**config.mk**
```make
export PLATFORM = sky130hd
export DESIGN_NAME = pe_conv_mc
export DESIGN_NICKNAME = d
export VERILOG_FILES = /design/src/rtl/pe_conv_mc.sv
export SDC_FILE = /design/constraint.sdc
export NUM_CORES = 2
export LEC_CHECK = 0
export CORE_MARGIN = 2
export CORE_UTILIZATION = 64
export DETAILED_ROUTE_END_ITERATION = 6
export PLACE_DENSITY = 0.9
export SYNTH_ARGS = -nofsm -noshare
export SYNTH_HDL_FRONTEND = slang
export SYNTH_SLANG_ARGS = --single-unit
```
**constraint.sdc**
```tcl
create_clock -name clk -period 14.8 [get_ports clk]
set_input_delay 2.96 -clock clk [delete_from_list [all_inputs] [get_ports clk]]
set_output_delay 2.96 -clock clk [all_outputs]
set_load 0.01 [all_outputs]
```
**src/rtl/pe_conv_mc.sv**
```systemverilog
// pe_conv_mc: multi-channel 2-D convolution processing element.
// Weights (CHANNELS x KERNEL x KERNEL) and activations (CHANNELS x ACT_SIZE x ACT_SIZE)
// are streamed into local scratchpads. On start, every strided output pixel is computed
// with a channel-accumulated MAC, one product per cycle, and then emitted saturated.
// Weights are kept across runs. Activations must be reloaded for every run.
// Ports:
//   clk, reset                  clock, synchronous active-high reset
//   wght_in/valid/ready         weight load stream (channel-major, then row-major)
//   act_in/valid/ready          activation load stream (channel-major, then row-major)
//   start, busy                 run request, run in progress
//   out_data/valid/ready        saturated output pixels in raster order
//   done, start_err             end-of-run pulse, start-while-not-loaded pulse
module pe_conv_mc #(
  parameter int unsigned DATA_W   = 16,
  parameter int unsigned ACC_W    = 40,
  parameter int unsigned KERNEL   = 3,
  parameter int unsigned ACT_SIZE = 5,
  parameter int unsigned STRIDE   = 1,
  parameter int unsigned CHANNELS = 2
) (
  input  logic              clk,
  input  logic              reset,
  input  logic [DATA_W-1:0] wght_in,
  input  logic              wght_valid,
  output logic              wght_ready,
  input  logic [DATA_W-1:0] act_in,
  input  logic              act_valid,
  output logic              act_ready,
  input  logic              start,
  output logic              busy,
  output logic [DATA_W-1:0] out_data,
  output logic              out_valid,
  input  logic              out_ready,
  output logic              done,
  output logic              start_err
);

  localparam int unsigned OUT_DIM = (ACT_SIZE - KERNEL) / STRIDE + 1;
  localparam int unsigned NW      = CHANNELS * KERNEL * KERNEL;
  localparam int unsigned NA      = CHANNELS * ACT_SIZE * ACT_SIZE;
  localparam int unsigned WA      = (NW > 1) ? $clog2(NW) : 1;
  localparam int unsigned AA      = (NA > 1) ? $clog2(NA) : 1;
  localparam int unsigned KW      = $clog2(KERNEL + 1);
  localparam int unsigned CW      = $clog2(CHANNELS + 1);
  localparam int unsigned OW      = $clog2(OUT_DIM + 1);
  localparam int unsigned PW      = 2 * DATA_W;

  localparam logic signed [ACC_W-1:0] SAT_MAX = {{(ACC_W-DATA_W+1){1'b0}}, {(DATA_W-1){1'b1}}};
  localparam logic signed [ACC_W-1:0] SAT_MIN = {{(ACC_W-DATA_W+1){1'b1}}, {(DATA_W-1){1'b0}}};

  typedef enum logic [1:0] {IDLE, MAC, EMIT} state_e;

  state_e                    state_q, state_d;
  logic [WA-1:0]             wcnt_q, wcnt_d;
  logic [AA-1:0]             acnt_q, acnt_d;
  logic                      wght_loaded_q, wght_loaded_d;
  logic                      act_loaded_q, act_loaded_d;
  logic [KW-1:0]             kx_q, kx_d, ky_q, ky_d;
  logic [CW-1:0]             c_q, c_d;
  logic [OW-1:0]             ox_q, ox_d, oy_q, oy_d;
  logic signed [ACC_W-1:0]   acc_q, acc_d;
  logic [DATA_W-1:0]         out_data_q, out_data_d;
  logic                      out_valid_q, out_valid_d;
  logic                      busy_q, busy_d;
  logic                      done_q, done_d;
  logic                      start_err_q, start_err_d;
  logic                      wght_ready_q, wght_ready_d;
  logic                      act_ready_q, act_ready_d;

  logic signed [DATA_W-1:0]  wmem [NW];
  logic signed [DATA_W-1:0]  amem [NA];

  logic                      w_we, a_we;
  logic [WA-1:0]             w_addr;
  logic [AA-1:0]             a_addr;
  logic signed [PW-1:0]      prod;
  logic signed [ACC_W-1:0]   mac_sum;
  logic [DATA_W-1:0]         sat_val;

  assign w_we = wght_valid & wght_ready_q & ~reset;
  assign a_we = act_valid & act_ready_q & ~reset;

  // Scratchpad writes; contents need no reset.
  always_ff @(posedge clk) begin
    if (w_we) wmem[wcnt_q] <= wght_in;
    if (a_we) amem[acnt_q] <= act_in;
  end

  // Operand addressing for the current (c, ky, kx) tap of output pixel (oy, ox).
  always_comb begin
    w_addr = WA'(32'(c_q) * KERNEL * KERNEL + 32'(ky_q) * KERNEL + 32'(kx_q));
    a_addr = AA'(32'(c_q) * ACT_SIZE * ACT_SIZE
                 + (32'(oy_q) * STRIDE + 32'(ky_q)) * ACT_SIZE
                 + 32'(ox_q) * STRIDE + 32'(kx_q));
    prod    = PW'(wmem[w_addr]) * PW'(amem[a_addr]);
    mac_sum = acc_q + ACC_W'(prod);
    if (mac_sum > SAT_MAX)      sat_val = {1'b0, {(DATA_W-1){1'b1}}};
    else if (mac_sum < SAT_MIN) sat_val = {1'b1, {(DATA_W-1){1'b0}}};
    else                        sat_val = mac_sum[DATA_W-1:0];
  end

  // Next-state and output logic.
  always_comb begin
    state_d       = state_q;
    wcnt_d        = wcnt_q;
    acnt_d        = acnt_q;
    wght_loaded_d = wght_loaded_q;
    act_loaded_d  = act_loaded_q;
    kx_d          = kx_q;
    ky_d          = ky_q;
    c_d           = c_q;
    ox_d          = ox_q;
    oy_d          = oy_q;
    acc_d         = acc_q;
    out_data_d    = out_data_q;
    out_valid_d   = out_valid_q;
    busy_d        = busy_q;
    done_d        = 1'b0;
    start_err_d   = 1'b0;

    case (state_q)
      IDLE: begin
        if (w_we) begin
          if (wcnt_q == WA'(NW - 1)) begin
            wcnt_d        = '0;
            wght_loaded_d = 1'b1;
          end else begin
            wcnt_d = wcnt_q + WA'(1);
          end
        end
        if (a_we) begin
          if (acnt_q == AA'(NA - 1)) begin
            acnt_d       = '0;
            act_loaded_d = 1'b1;
          end else begin
            acnt_d = acnt_q + AA'(1);
          end
        end
        if (start) begin
          if (wght_loaded_q && act_loaded_q) begin
            state_d = MAC;
            busy_d  = 1'b1;
            acc_d   = '0;
            kx_d    = '0;
            ky_d    = '0;
            c_d     = '0;
            ox_d    = '0;
            oy_d    = '0;
          end else begin
            start_err_d = 1'b1;
          end
        end
      end

      MAC: begin
        acc_d = mac_sum;
        // kx innermost, then ky, then channel; last tap hands the sum to EMIT.
        if (kx_q == KW'(KERNEL - 1)) begin
          kx_d = '0;
          if (ky_q == KW'(KERNEL - 1)) begin
            ky_d = '0;
            if (c_q == CW'(CHANNELS - 1)) begin
              c_d         = '0;
              state_d     = EMIT;
              out_valid_d = 1'b1;
              out_data_d  = sat_val;
            end else begin
              c_d = c_q + CW'(1);
            end
          end else begin
            ky_d = ky_q + KW'(1);
          end
        end else begin
          kx_d = kx_q + KW'(1);
        end
      end

      EMIT: begin
        if (out_ready) begin
          out_valid_d = 1'b0;
          acc_d       = '0;
          state_d     = MAC;
          if (ox_q == OW'(OUT_DIM - 1)) begin
            ox_d = '0;
            if (oy_q == OW'(OUT_DIM - 1)) begin
              oy_d         = '0;
              state_d      = IDLE;
              busy_d       = 1'b0;
              done_d       = 1'b1;
              act_loaded_d = 1'b0;
            end else begin
              oy_d = oy_q + OW'(1);
            end
          end else begin
            ox_d = ox_q + OW'(1);
          end
        end
      end

      default: state_d = IDLE;
    endcase

    wght_ready_d = (state_d == IDLE) && !wght_loaded_d;
    act_ready_d  = (state_d == IDLE) && !act_loaded_d;
  end

  // State register.
  always_ff @(posedge clk) begin
    if (reset) begin
      state_q       <= IDLE;
      wcnt_q        <= '0;
      acnt_q        <= '0;
      wght_loaded_q <= 1'b0;
      act_loaded_q  <= 1'b0;
      kx_q          <= '0;
      ky_q          <= '0;
      c_q           <= '0;
      ox_q          <= '0;
      oy_q          <= '0;
      acc_q         <= '0;
      out_data_q    <= '0;
      out_valid_q   <= 1'b0;
      busy_q        <= 1'b0;
      done_q        <= 1'b0;
      start_err_q   <= 1'b0;
      wght_ready_q  <= 1'b0;
      act_ready_q   <= 1'b0;
    end else begin
      state_q       <= state_d;
      wcnt_q        <= wcnt_d;
      acnt_q        <= acnt_d;
      wght_loaded_q <= wght_loaded_d;
      act_loaded_q  <= act_loaded_d;
      kx_q          <= kx_d;
      ky_q          <= ky_d;
      c_q           <= c_d;
      ox_q          <= ox_d;
      oy_q          <= oy_d;
      acc_q         <= acc_d;
      out_data_q    <= out_data_d;
      out_valid_q   <= out_valid_d;
      busy_q        <= busy_d;
      done_q        <= done_d;
      start_err_q   <= start_err_d;
      wght_ready_q  <= wght_ready_d;
      act_ready_q   <= act_ready_d;
    end
  end

  assign wght_ready = wght_ready_q;
  assign act_ready  = act_ready_q;
  assign busy       = busy_q;
  assign out_data   = out_data_q;
  assign out_valid  = out_valid_q;
  assign done       = done_q;
  assign start_err  = start_err_q;

endmodule

```
==> metrics.txt <==
Synth Area in XOR/XNOR=0.750%; Sink Count=1175; Reg clk slew, reported paths=60 ps; total track usage=34.3%; Min-Delay Path Class=flop to flop; clk_lat worst skew=around 740 ps; maximum clock rate=about 74 MHz; syn_nets=4182; reg2reg path depth=36; Period minus WS final=13440 ps; Final Hold Fails=0; synthesized flop and latch total=1175; Die Area=0.0943 sq mm; post-synthesis cell type count=82; reg-to-reg startpoint=ky_q[0]; DRC Markers=42; largest family of logic cells by synthesized area=adder cells; DR WL/cell=31.2 um; WP data arrival=about 14000 ps; final WL=158000 um; row cnt=111; Worst-Margin Slew=between 1000 and 1500 ps; CP endpoint kind=flop; CTS H-tree depth=3; max cap viols=0; CP required=15390 ps; Post-CTS Setup Repair Bufs=0; Die Span Y=approximately 310 um; outcome=finished, violations left; Core Area=between 0.09 and 0.1 sq mm; first-pass GRT wire length=233000 um; CTS root buf=clkbuf_16; GRT overflow=0; Critical Path Most Common Cell=fa_1; Max rail drop VDD=281 uV; compound-cell area share of the yosys netlist=~3.5%; area grow syn2layout=10.3%; Endpoint, Worst Hold=acc_q[33]; Starting Density=64.3%; Post-Layout Cell Count=5064; synthesized cell area=0.0588 sq mm; LEAKAGE=23.1 nW; vias in the first global route=35700; NumNets Final=4314; Fillers=between 5000 and 6000; Setup Skew=52.7 ps; top-area cell type share of the netlist area=a little under three fifths; dpl cells=4856; DR vias=~34000; Crit Path Class=flop to flop; initial antenna violation count=2; Slew Limit Fails=0; slowest CP cell=fa_2; layout cell share with drive strength beyond 1=17.5%; number of synthesized flops with an enable pin=~1100; Post-DRT Antenna Nets=0; drt pass-1 iters=7; Placement Cell Area=0.0611 sq mm; Post-Synth Adder-Cell Area=14.8%; CTS resizes=0; die width=307 um; top post-synthesis cells by area=edfxtp_1, mux4_2, fa_1; Top FF cell, synth=edfxtp_1; failing checks=DRC; slew margin rel.=13.5%; crit start category=flop; Post-Syn Instances=3653; final core utilization=70.9%; sequential-to-total area share from yosys stat=58.6%; CTS Hold Bufs=0; slowest stage delay, CP=roughly 1400 ps; Yosys top cell by area=edfxtp_1; period utilization=90.8%; CTS Buf Count=around 110; # IOs=60; CTS tree=yes; final count of negative-setup-slack endpoints=0; Yosys Warn Count=0; RSZ-0062 raised after global routing=false; Port Buffer Count=59; Via density=6.80; Post-DP HPWL=94300 um; Initial DRC Count=4887; crit path max fanout=29; asr flop ratio synth=0%; Pwr Total=11.6 mW; setup TNS=0 ps; pin count of the biggest net entering global routing=74; Final Cell Area=0.0648 sq mm; PwrDens=179 mW/mm^2; Post-Syn Area per Cell=16.1 sq um; hold depth=2; gpl congestion=between 0.9 and 1; Max clock buf depth=3; R2R Setup Slk=about 1400 ps; reg-to-reg endpoint=out_data[2]; simple-gate share of the synthesized area=5.20%; mux contribution to synthesized area=13.4%; Worst Min Path Start=acc_q[33]
[cell usage in the layout, fill, tap and decap left out, types with 8 or more instances in the layout]
cell type        netlist  layout
buf_2                 20       9
clkinv_2               0      27
a21o_1                18      18
bufinv_16              0      12
nand3_1               27      27
edfxtp_1            1088    1088
nor4_1                 8       8
clkbuf_16              0     115
o32ai_2               10      10
o21ai_1               10      11
xor2_1                14      13
and2_1                20      20
mux4_2               325     325
nand2b_1              32      32
mux2_2                10      10
o21a_1                17      17
a211oi_1               9       9
a31oi_1                9       9
nand2_1              173     173
nand4_1               14      14
fa_1                 340     338
a22oi_1               35      35
o21ai_0               34      33
clkdlybuf4s50_1        0      49
buf_4                  3     107
nor2b_1                9       8
and3_1                 8       8
mux2i_1               42      42
inv_1                420     420
clkbuf_1              99      16
nor3_1                22      22
nor2_1               349     342
ha_1                 151     148
a21oi_1               90      90
xnor2_1               30      27
clkinv_1               0      20
dfxtp_1               87      87
[per-stage QoR]
step / worst slack, ps / hold slack [ps]
CTS: 1720 / 484
global placement: 2220 / 472
finish: 1360 / 483
floorplan: 3460 / 436
detailed placement: 1910 / 478
global route: 950 / 496
[worst max-delay path, delay by kind of cell, from the launching register on]
family / cells / cell delay, ps
fa+ha+maj: 14 / 6930
simple gates: 9 / 2000
compound gates: 4 / 1600
buf+inv: 7 / 1460
mux: 2 / 770
flops: 1 / 530
[power breakdown]
group / internal (mW) / switching (mW)
combinational: 1.82 / 3.21
sequential: 3.63 / 0.00288
clock: 1.63 / 1.29
[layout make-up]
type / count / area [sq um] / area share, %
Inverter: 421 / 1580 / 2.44
Multi-Input combinational cell: 1905 / 22200 / 34.3
Antenna cell: 2 / 5.00 / 0.00772
Sequential cell: 1175 / 34400 / 53.1
Tap cell: 1186 / 1480 / 2.29
Clock buffer: 132 / 2950 / 4.55
Timing Repair Buffer: 169 / 1420 / 2.19
Clock inverter: 74 / 722 / 1.11
[logic make-up (layout without fill, tap and decap cells)]
kind of cell | after synthesis | count (layout)
flops | 1175 | 1175
simple gates | 698 | 698
fa+ha+maj | 491 | 491
other cells | 0 | 2
xor+xnor | 47 | 47
compound gates | 290 | 290
buf+inv | 573 | 796
mux | 379 | 379
[cell usage after synthesis (all sizes together) (14+ instances only)]
cell / number
nor3: 22
xnor2: 30
nand2b: 32
ha: 151
a21oi: 91
clkbuf: 99
mux4: 325
a21o: 18
a22oi: 35
nand4: 14
nor2: 349
buf: 53
dfxtp: 87
inv: 421
nand3: 27
o21ai: 45
nand2: 174
mux2i: 42
and2: 20
xor2: 16
fa: 340
o21a: 17
edfxtp: 1088
[worst max path at each step]
stage                 start          end
detailed placement  ky_q[0]  out_data[3]
finish              ky_q[0]  out_data[2]
CTS                 ky_q[0]  out_data[0]
global placement    ky_q[0]  out_data[7]
floorplan           ky_q[0]  out_data[0]
global route        ky_q[0]  out_data[2]
[per-layer routing]
| metal | wire, um | vias up | track usage (%) |
|---|---|---|---|
| li1 | - | 13700 | - |
| met1 | 51200 | 17500 | 42.5 |
| met2 | 79600 | 2652 | 57.4 |
| met3 | 16800 | 671 | 7.20 |
| met4 | 10100 | 2 | 18.0 |
| met5 | 41 | - | 0.362 |
[sequential cells by signal (all words and copies together) (netlist names), 5 cells and up]
| register | cells |
|---|---|
| wcnt_q | 5 |
| amem | 800 |
| acnt_q | 6 |
| wmem | 288 |
| out_data | 16 |
| acc_q | 40 |
No activity file was read; power rests on OpenSTA's default activity.
